### src/rtl/seven_seg_scan_decoder.sv
// Receive side of a multiplexed active-low seven-segment display: recovers each
// digit's code from the scanned anode/segment lines and publishes frames once stable.
module seven_seg_scan_decoder #(
  parameter int DIGITS        = 4,
  parameter int SETTLE        = 4,
  parameter int STABLE_FRAMES = 2,
  parameter int TIMEOUT       = 1048576
) (
  input  logic                clk,
  input  logic                rst,
  input  logic [DIGITS-1:0]   an,
  input  logic [6:0]          seg,
  output logic [4*DIGITS-1:0] digits,
  output logic                valid,
  output logic                update,
  output logic                err_multi
);
  localparam int IW = $clog2(DIGITS);
  localparam int TW = $clog2(TIMEOUT + 1);

  logic [DIGITS-1:0]   r_anMeta, r_anSync;
  logic [6:0]          r_segMeta, r_segSync;
  logic [7:0]          r_run;
  logic [IW-1:0]       r_idx;
  logic [DIGITS-1:0]   r_seen;
  logic [4*DIGITS-1:0] r_candBuf, r_lastFrame, r_digits;
  logic [3:0]          r_stable;
  logic [TW-1:0]       r_timer;
  logic                r_valid, r_update, r_errMulti;

  logic [DIGITS-1:0]   w_anLow;
  logic                w_oneHot, w_multi, w_sameIdx, w_sample;
  logic                w_frameDone, w_expire, w_publish;
  logic [IW-1:0]       w_idx;
  logic [7:0]          w_nextRun;
  logic [3:0]          w_code;

  function automatic logic [3:0] decodeGlyph(input logic [6:0] s);
    case (s)
      7'b1000000: decodeGlyph = 4'h0;
      7'b1111001: decodeGlyph = 4'h1;
      7'b0100100: decodeGlyph = 4'h2;
      7'b0110000: decodeGlyph = 4'h3;
      7'b0011001: decodeGlyph = 4'h4;
      7'b0010010: decodeGlyph = 4'h5;
      7'b0000010: decodeGlyph = 4'h6;
      7'b1111000: decodeGlyph = 4'h7;
      7'b0000000: decodeGlyph = 4'h8;
      7'b0010000: decodeGlyph = 4'h9;
      7'b1011100: decodeGlyph = 4'hA;
      7'b1100011: decodeGlyph = 4'hB;
      7'b1111111: decodeGlyph = 4'hC;
      default:    decodeGlyph = 4'hF;
    endcase
  endfunction

  // A sample fires once per activation: on the cycle the run reaches SETTLE,
  // counting a fresh index as a new activation even when SETTLE is 1.
  always_comb begin
    w_anLow   = ~r_anSync;
    w_oneHot  = (w_anLow != '0) && ((w_anLow & (w_anLow - DIGITS'(1))) == '0);
    w_multi   = (w_anLow != '0) && !w_oneHot;
    w_idx     = '0;
    for (int k = 0; k < DIGITS; k++) begin
      if (w_anLow[k]) w_idx = IW'(k);
    end
    w_sameIdx = (w_idx == r_idx);
    if (!w_oneHot)                w_nextRun = '0;
    else if (!w_sameIdx)          w_nextRun = 8'd1;
    else if (r_run >= 8'(SETTLE)) w_nextRun = 8'(SETTLE);
    else                          w_nextRun = r_run + 8'd1;
    w_sample    = w_oneHot && (w_nextRun == 8'(SETTLE)) &&
                  !(w_sameIdx && (r_run == 8'(SETTLE)));
    w_code      = decodeGlyph(r_segSync);
    w_frameDone = &r_seen;
    w_expire    = (r_timer == TW'(1)) && !w_sample;
    w_publish   = (r_stable >= 4'(STABLE_FRAMES)) &&
                  (!r_valid || (r_lastFrame != r_digits)) && !w_expire;
  end

  always_ff @(posedge clk) begin
    if (rst) begin
      r_anMeta    <= '1;
      r_anSync    <= '1;
      r_segMeta   <= '1;
      r_segSync   <= '1;
      r_run       <= '0;
      r_idx       <= '0;
      r_seen      <= '0;
      r_candBuf   <= '0;
      r_lastFrame <= '0;
      r_digits    <= '0;
      r_stable    <= '0;
      r_timer     <= '0;
      r_valid     <= 1'b0;
      r_update    <= 1'b0;
      r_errMulti  <= 1'b0;
    end else begin
      r_anMeta  <= an;
      r_anSync  <= r_anMeta;
      r_segMeta <= seg;
      r_segSync <= r_segMeta;

      r_run <= w_nextRun;
      if (w_oneHot) r_idx <= w_idx;
      if (w_multi) r_errMulti <= 1'b1;
      if (w_sample) r_candBuf[{w_idx, 2'b00} +: 4] <= w_code;

      // A sample for the next frame landing on the completion cycle keeps its seen bit.
      if (w_expire)         r_seen <= '0;
      else if (w_frameDone) r_seen <= w_sample ? w_anLow : '0;
      else if (w_sample)    r_seen <= r_seen | w_anLow;

      if (w_expire) begin
        r_stable <= '0;
      end else if (w_frameDone) begin
        if (r_candBuf == r_lastFrame) begin
          if (r_stable != 4'd15) r_stable <= r_stable + 4'd1;
        end else begin
          r_lastFrame <= r_candBuf;
          r_stable    <= 4'd1;
        end
      end

      if (w_sample)            r_timer <= TW'(TIMEOUT);
      else if (r_timer != '0)  r_timer <= r_timer - TW'(1);

      // digits is held across a timeout; only valid drops.
      r_update <= w_publish;
      if (w_expire) begin
        r_valid <= 1'b0;
      end else if (w_publish) begin
        r_valid  <= 1'b1;
        r_digits <= r_lastFrame;
      end
    end
  end

  assign digits    = r_digits;
  assign valid     = r_valid;
  assign update    = r_update;
  assign err_multi = r_errMulti;
endmodule

### config.mk
export PLATFORM = sky130hd
export DESIGN_NAME = seven_seg_scan_decoder
export DESIGN_NICKNAME = d
export VERILOG_FILES = /design/src/rtl/seven_seg_scan_decoder.sv
export SDC_FILE = /design/constraint.sdc
export NUM_CORES = 1
export LEC_CHECK = 0
export CAP_MARGIN = 20
export CORE_AREA = 2 2 110 112
export CTS_BUF_LIST = sky130_fd_sc_hd__clkbuf_4 sky130_fd_sc_hd__clkbuf_8
export CTS_CLUSTER_DIAMETER = 50
export CTS_CLUSTER_SIZE = 14
export DETAILED_ROUTE_END_ITERATION = 10
export DIE_AREA = 0 0 112 114
export GPL_TIMING_DRIVEN = 0
export PLACE_DENSITY = 0.64
export SYNTH_ARGS = -nofsm -noshare
export SYNTH_HDL_FRONTEND = slang
export SYNTH_SLANG_ARGS = --single-unit
### constraint.sdc
create_clock -name clk -period 2.8 [get_ports clk]
set_input_delay 0.84 -clock clk [delete_from_list [all_inputs] [get_ports clk]]
set_output_delay 0.84 -clock clk [all_outputs]
set_load 0.02 [all_outputs]
Word-level counts from Yosys, hierarchy flattened
Index checks and enable logic that the tools add are counted.

word-level totals
  register bits = 112
  bits in latches = 0
  memory bits (writable) = 0
  bits in read-only memories = 0
  input port bits = 13
  output and inout bits = 19
  logic and storage cells = 91
  memories = 0

cells by class
  add/sub/neg operators = 5
  multipliers = 0
  div/mod/pow operators = 0
  order comparisons = 2
  equal/unequal tests = 20
  shifts and indexed selects = 2
  muxes and demuxes = 15
  bitwise operators = 5
  reductions and logical operators = 26

operator list
  cell                                                                                 number
  4-bit one-hot mux with 13 select lines                                               1
  7-bit equality test, second input constant                                           6
  21-bit 2-to-1 mux                                                                    2
  8-bit 2-to-1 mux                                                                     3
  21-bit by 1-bit equality test with 1-bit output, second input constant               1
  7-bit by 5-bit equality test with 1-bit output, second input constant                3
  21-bit nonzero test                                                                  1
  21-bit by 1-bit subtractor with 21-bit output, second input constant                 1
  4-bit 2-to-1 mux                                                                     5
  16-bit bitwise mux                                                                   1
  16-bit equality test                                                                 1
  8-bit by 3-bit equality test with 1-bit output, second input constant                2
  16-bit inequality test                                                               1
  4-bit by 6-bit variable shift with 16-bit output, first input constant               1
  4-bit by 6-bit variable part select with 16-bit output                               1
  7-bit by 6-bit equality test with 1-bit output, second input constant                2
  8-bit by 1-bit adder with 8-bit output, second input constant                        1
  8-bit by 3-bit greater-or-equal comparator with 1-bit output, second input constant  1
  1-bit logical AND                                                                    8
  7-bit by 2-bit equality test with 1-bit output, second input constant                1
  7-bit zero test                                                                      1
  4-bit negator with 6-bit output                                                      1
  6-bit AND reduction                                                                  1
  1-bit zero test                                                                      5
  other kinds (20)                                                                     24

Depth between registers and ports, before layout
  depth in word-level cells = 15
  mapped depth = 9
  depth with buffers taken out = 8

Least setup slack after synthesis
OpenSTA, ideal clock, no wires.

  path type = reg-to-reg
  start point = register r_run[0]
  end point = register r_digits[1], in the netlist digits[1]
  library setup time = 0.070 ns
  arrival time = 2.293 ns
  data required time = 2.730 ns
  slack = 0.436 ns
  stages on the path, launching flop included = 10
  buffers on the path = 1
  cells stage by stage = dfxtp_1 > inv_1 > ha_1 > nor4bb_1 > a2111oi_4 > nor3_4 > nor2_2 > clkbuf_1 > or3b_1 > a21oi_1

between the ends
  word-level cells in the longest chain between the ends = 12
  elaborated cells on any way between the ends = 17
  classes of those cells = add/sub (1); order compare (1); eq/ne (2); mux (3); bitwise (1); reduce/logical (9)

RTL lines
  item                                                                                                                           RTL line  RTL
  start: declaration                                                                                                             23        logic [7:0] r_run;
  start signal: assignment                                                                                                       104       r_run <= w_nextRun;
  8-bit by 1-bit adder with 8-bit output / 8-bit by 3-bit greater-or-equal comparator with 1-bit output (equally long branches)  71, 70
  8-bit 2-to-1 mux                                                                                                               70        else if (r_run >= 8'(SETTLE)) w_nextRun = 8'(SETTLE);
  8-bit 2-to-1 mux                                                                                                               69        else if (!w_sameIdx) w_nextRun = 8'd1;
  8-bit 2-to-1 mux                                                                                                               68        if (!w_oneHot) w_nextRun = '0;
  8-bit by 3-bit equality test with 1-bit output                                                                                 72        w_sample = w_oneHot && (w_nextRun == 8'(SETTLE)) &&
  1-bit logical AND                                                                                                              72
  1-bit logical AND *                                                                                                            72
  1-bit zero test *                                                                                                              76        w_expire = (r_timer == TW'(1)) && !w_sample;
  1-bit logical AND *                                                                                                            76
  1-bit zero test                                                                                                                78        (!r_valid || (r_lastFrame != r_digits)) && !w_expire;
  1-bit logical AND                                                                                                              78
  2-bit AND reduction (no line) *                                                                                                n/a
  end signal: assignment                                                                                                         134       r_digits <= r_lastFrame;
  end: declaration                                                                                                               26        logic [4*DIGITS-1:0] r_candBuf, r_lastFrame, r_digits;

Every way passes the cells marked *; elsewhere a longest branch is shown, timed or not.
A chain may end at the register's enable or synchronous reset.

Worst setup path in the final report
  start point = register r_run[0]
  end point = register r_digits[14], in the netlist digits[14]

The elaborated chain is that of the path after synthesis.

==> impl_results.md <==
- Gr usage total: 0.160
- Final #Nets: 640
- Crit. End Element: flip-flop
- Final setup vio count: 0
- Top-Level Pins: 32
- Clock latency on the worst-skew pair: between 300 and 400 ps
- Hold path cells: 1
- Placement row count: 40
- GPL Wtd Cong: 0.820
- Library cells used by synthesis: 64
- Yosys top cell area share: 0.437
- Die height: 114 um
- Number of synthesized flops with an enable pin: 0
- CORE AREA: 0.0117 mm^2
- Top cells by count, synth: dfxtp_1 (112), nor2_1 (65), xor2_1 (39)
- Flops & latches, synth: about 110
- HP Class: flip-flop to flip-flop
- Antenna Cells: 0
- Hold_sp: r_segMeta[3]
- Clk_skew: 21.0 ps
- Vias: 4027
- Startpoint Class: flip-flop
- Clk pin slew, worst setup/hold paths: 110 ps
- Setup TNS Final: 0 ps
- RSZ-0062 raised after global routing: false
- Hold buffer count at CTS: 0
- RR Endpoint: digits[14]
- CTS Root Cell: clkbuf_8
- First-pass iteration count of the detailed router: 4
- Sequential fraction of the synthesis area: 0.437
- Syn Area/Cell: 9.01 um^2
- H-tree depth reported by CTS: 3
- Layout cell share with drive strength beyond 1: 0.0998
- Fmax: 0.393 GHz
- CTS Buf Count: 9
- Worst slew pin tran: between 600 and 700 ps
- Vias in the first global route: 3528
- Synth top area cells: dfxtp_1 (44%), xor2_1 (6.7%), nor2_1 (4.8%)
- Max_slew headroom: 0.584
- FF-to-FF Start: r_run[0]
- Drt drc: 0
- Crit Path Max Fanout: 10
- Flop2flop setup slack: 250 ps
- Pin count of the biggest net entering global routing: 19
- Post-DP HPWL: 7.35 mm
- Longest Clk Path Bufs: 2
- Post-Syn Instances: ~570
- Status: complete, no violations
- Most frequent cell after synthesis: dfxtp_1
- FF-to-FF path depth: 9
- Max-cap violations: 0
- Drt wl/cell: approximately 13 um
- Die area: 0.0128 mm^2
- VDD IR-drop max: 0.345 mV
- IO Port Bufs: 31
- DR vias/cell: 5.24
- WL final: 10.2 mm
- Async set-reset flop share out of synthesis: 0
- Layout area overhead: 13.8%
- # clock sinks: 112
- Dominant cell type by area after synthesis: dfxtp_1
- Final slew viol count: 0
- PD cells: 656 mW/mm^2
- Starting Density: 0.438
- Final Critical Period: 2550 ps
- ANT nets after route: 0
- WS Path Type: flip-flop to flip-flop
- Final period util: 0.910
- Worst Path Required: 3120 ps
- GRT overflow: 0
- First-pass GRT wire length: 16.6 mm
- Initial antenna violation count: 0
- CTS tree: built
- Commonest register cell after synthesis: dfxtp_1
- Detailed Route Iter0 Violations: approximately 180
- Syn. warnings: 0
- Total power draw: about 3.8 mW
- Die W: 112 um
- Leak pwr: around 2.4 nW
- Synth Cell Area: 0.00512 mm^2
- End of the worst hold path: r_segSync[3]
- Hold Vio Cnt, Final: 0
- Crit path DAT: 2870 ps
## cells by family after synthesis
kind of cell / after synthesis / share of synthesized area
other: 1 / 0.000732
flip-flops: 112 / 0.437
adder cells (fa/ha/maj): 12 / 0.0288
XOR/XNOR: 51 / 0.0872
multiplexers: 16 / 0.0312
buffers and inverters: 42 / 0.0352
AND/OR/NAND/NOR: 229 / 0.250
AO/OA/AOI/OAI: 106 / 0.129
## layout by cell type, fill, tap and decap left out, types with 13 or more instances in the layout
cell type        count
dfxtp_1            112
xor2_1              39
o21ai_0             30
clkdlybuf4s50_1     31
inv_1               13
or2_2               25
a21oi_1             37
nor2_1              65
mux2i_1             16
nand2_1             32
nor3_1              14
clkbuf_1            22
or3b_1              16
## final cells by class
cell class / instances / area [um^2]
Fill cell: 1119 / 5880
Multi-Input combinational cell: 419 / 2720
Sequential cell: 112 / 2240
Timing Repair Buffer: 32 / 318
Tap cell: 147 / 184
Clock buffer: 11 / 145
Buffer: 28 / 128
Inverter: 14 / 52.6
Clock inverter: 5 / 40.0
## stage by stage
step | setup WS [ps] | instance area, um^2 | hold WS [ps] | std cells | utilization
floorplan | 436 | 5140 | 389 | 573 | -
global placement | 155 | 5630 | 392 | 751 | 0.481
detailed placement | 0.800 | 5630 | 392 | 751 | 0.481
CTS | 73.4 | 5830 | 416 | 767 | 0.497
global route | 88.1 | 5830 | 433 | 768 | 0.498
finish | 252 | 5830 | 416 | 768 | 0.498
## report_power, final
group / total (mW) / leakage [nW] / internal [mW] / switching (mW)
Clock: 0.925 / 0.0856 / 0.363 / 0.562
Combinational: 1.07 / 1.42 / 0.460 / 0.610
Sequential: 1.83 / 0.913 / 1.73 / 0.109
## critical path, stage by stage (launching register included)
cell and delay [ps]:
dfxtp_1 370, inv_1 70, ha_1 310, nor4bb_2 410, a2111oi_4 100, nor3_4 290, nor2_2 130, clkbuf_1 240
or3b_1 420, a21oi_1 150
## how the worst max path moves through the flow
stage,start,endpoint,slack [ps],cells after the start
3_5_place_dp,r_run[0],digits[14],0.8,9
3_3_place_gp,r_run[0],digits[14],150,9
5_1_grt,r_run[0],digits[15],90,9
2_1_floorplan,r_run[0],digits[1],440,9
6_report,r_run[0],digits[14],250,9
4_1_cts,r_run[0],digits[14],70,9
## layer usage
metal / vias up / share of wire / wire (um) / track usage
met1: 1865 / 0.49 / 4990 / 0.208
met4: 0 / 0.020 / 206 / 0.0675
met2: 73 / 0.45 / 4580 / 0.259
met3: 16 / 0.038 / 382 / 0.0351
li1: 2073 / - / - / -
met5: - / 0 / 0 / 0
## sequential cells by signal, summed over array words and instances (netlist names)
name,cells
r_lastFrame,16
r_anSync,4
r_idx,2
r_seen,4
r_stable,4
update,1
r_segSync,7
valid,1
r_segMeta,7
r_run,8
r_anMeta,4
r_timer,21
digits,16
r_candBuf,16
err_multi,1
## what timing repair did
item,4_1_cts,5_1_grt
setup endpoints to repair,1,14
setup buffers,0,1
gates resized for setup,1,1
pin swaps,0,1
(Power assumes the default switching activity.)
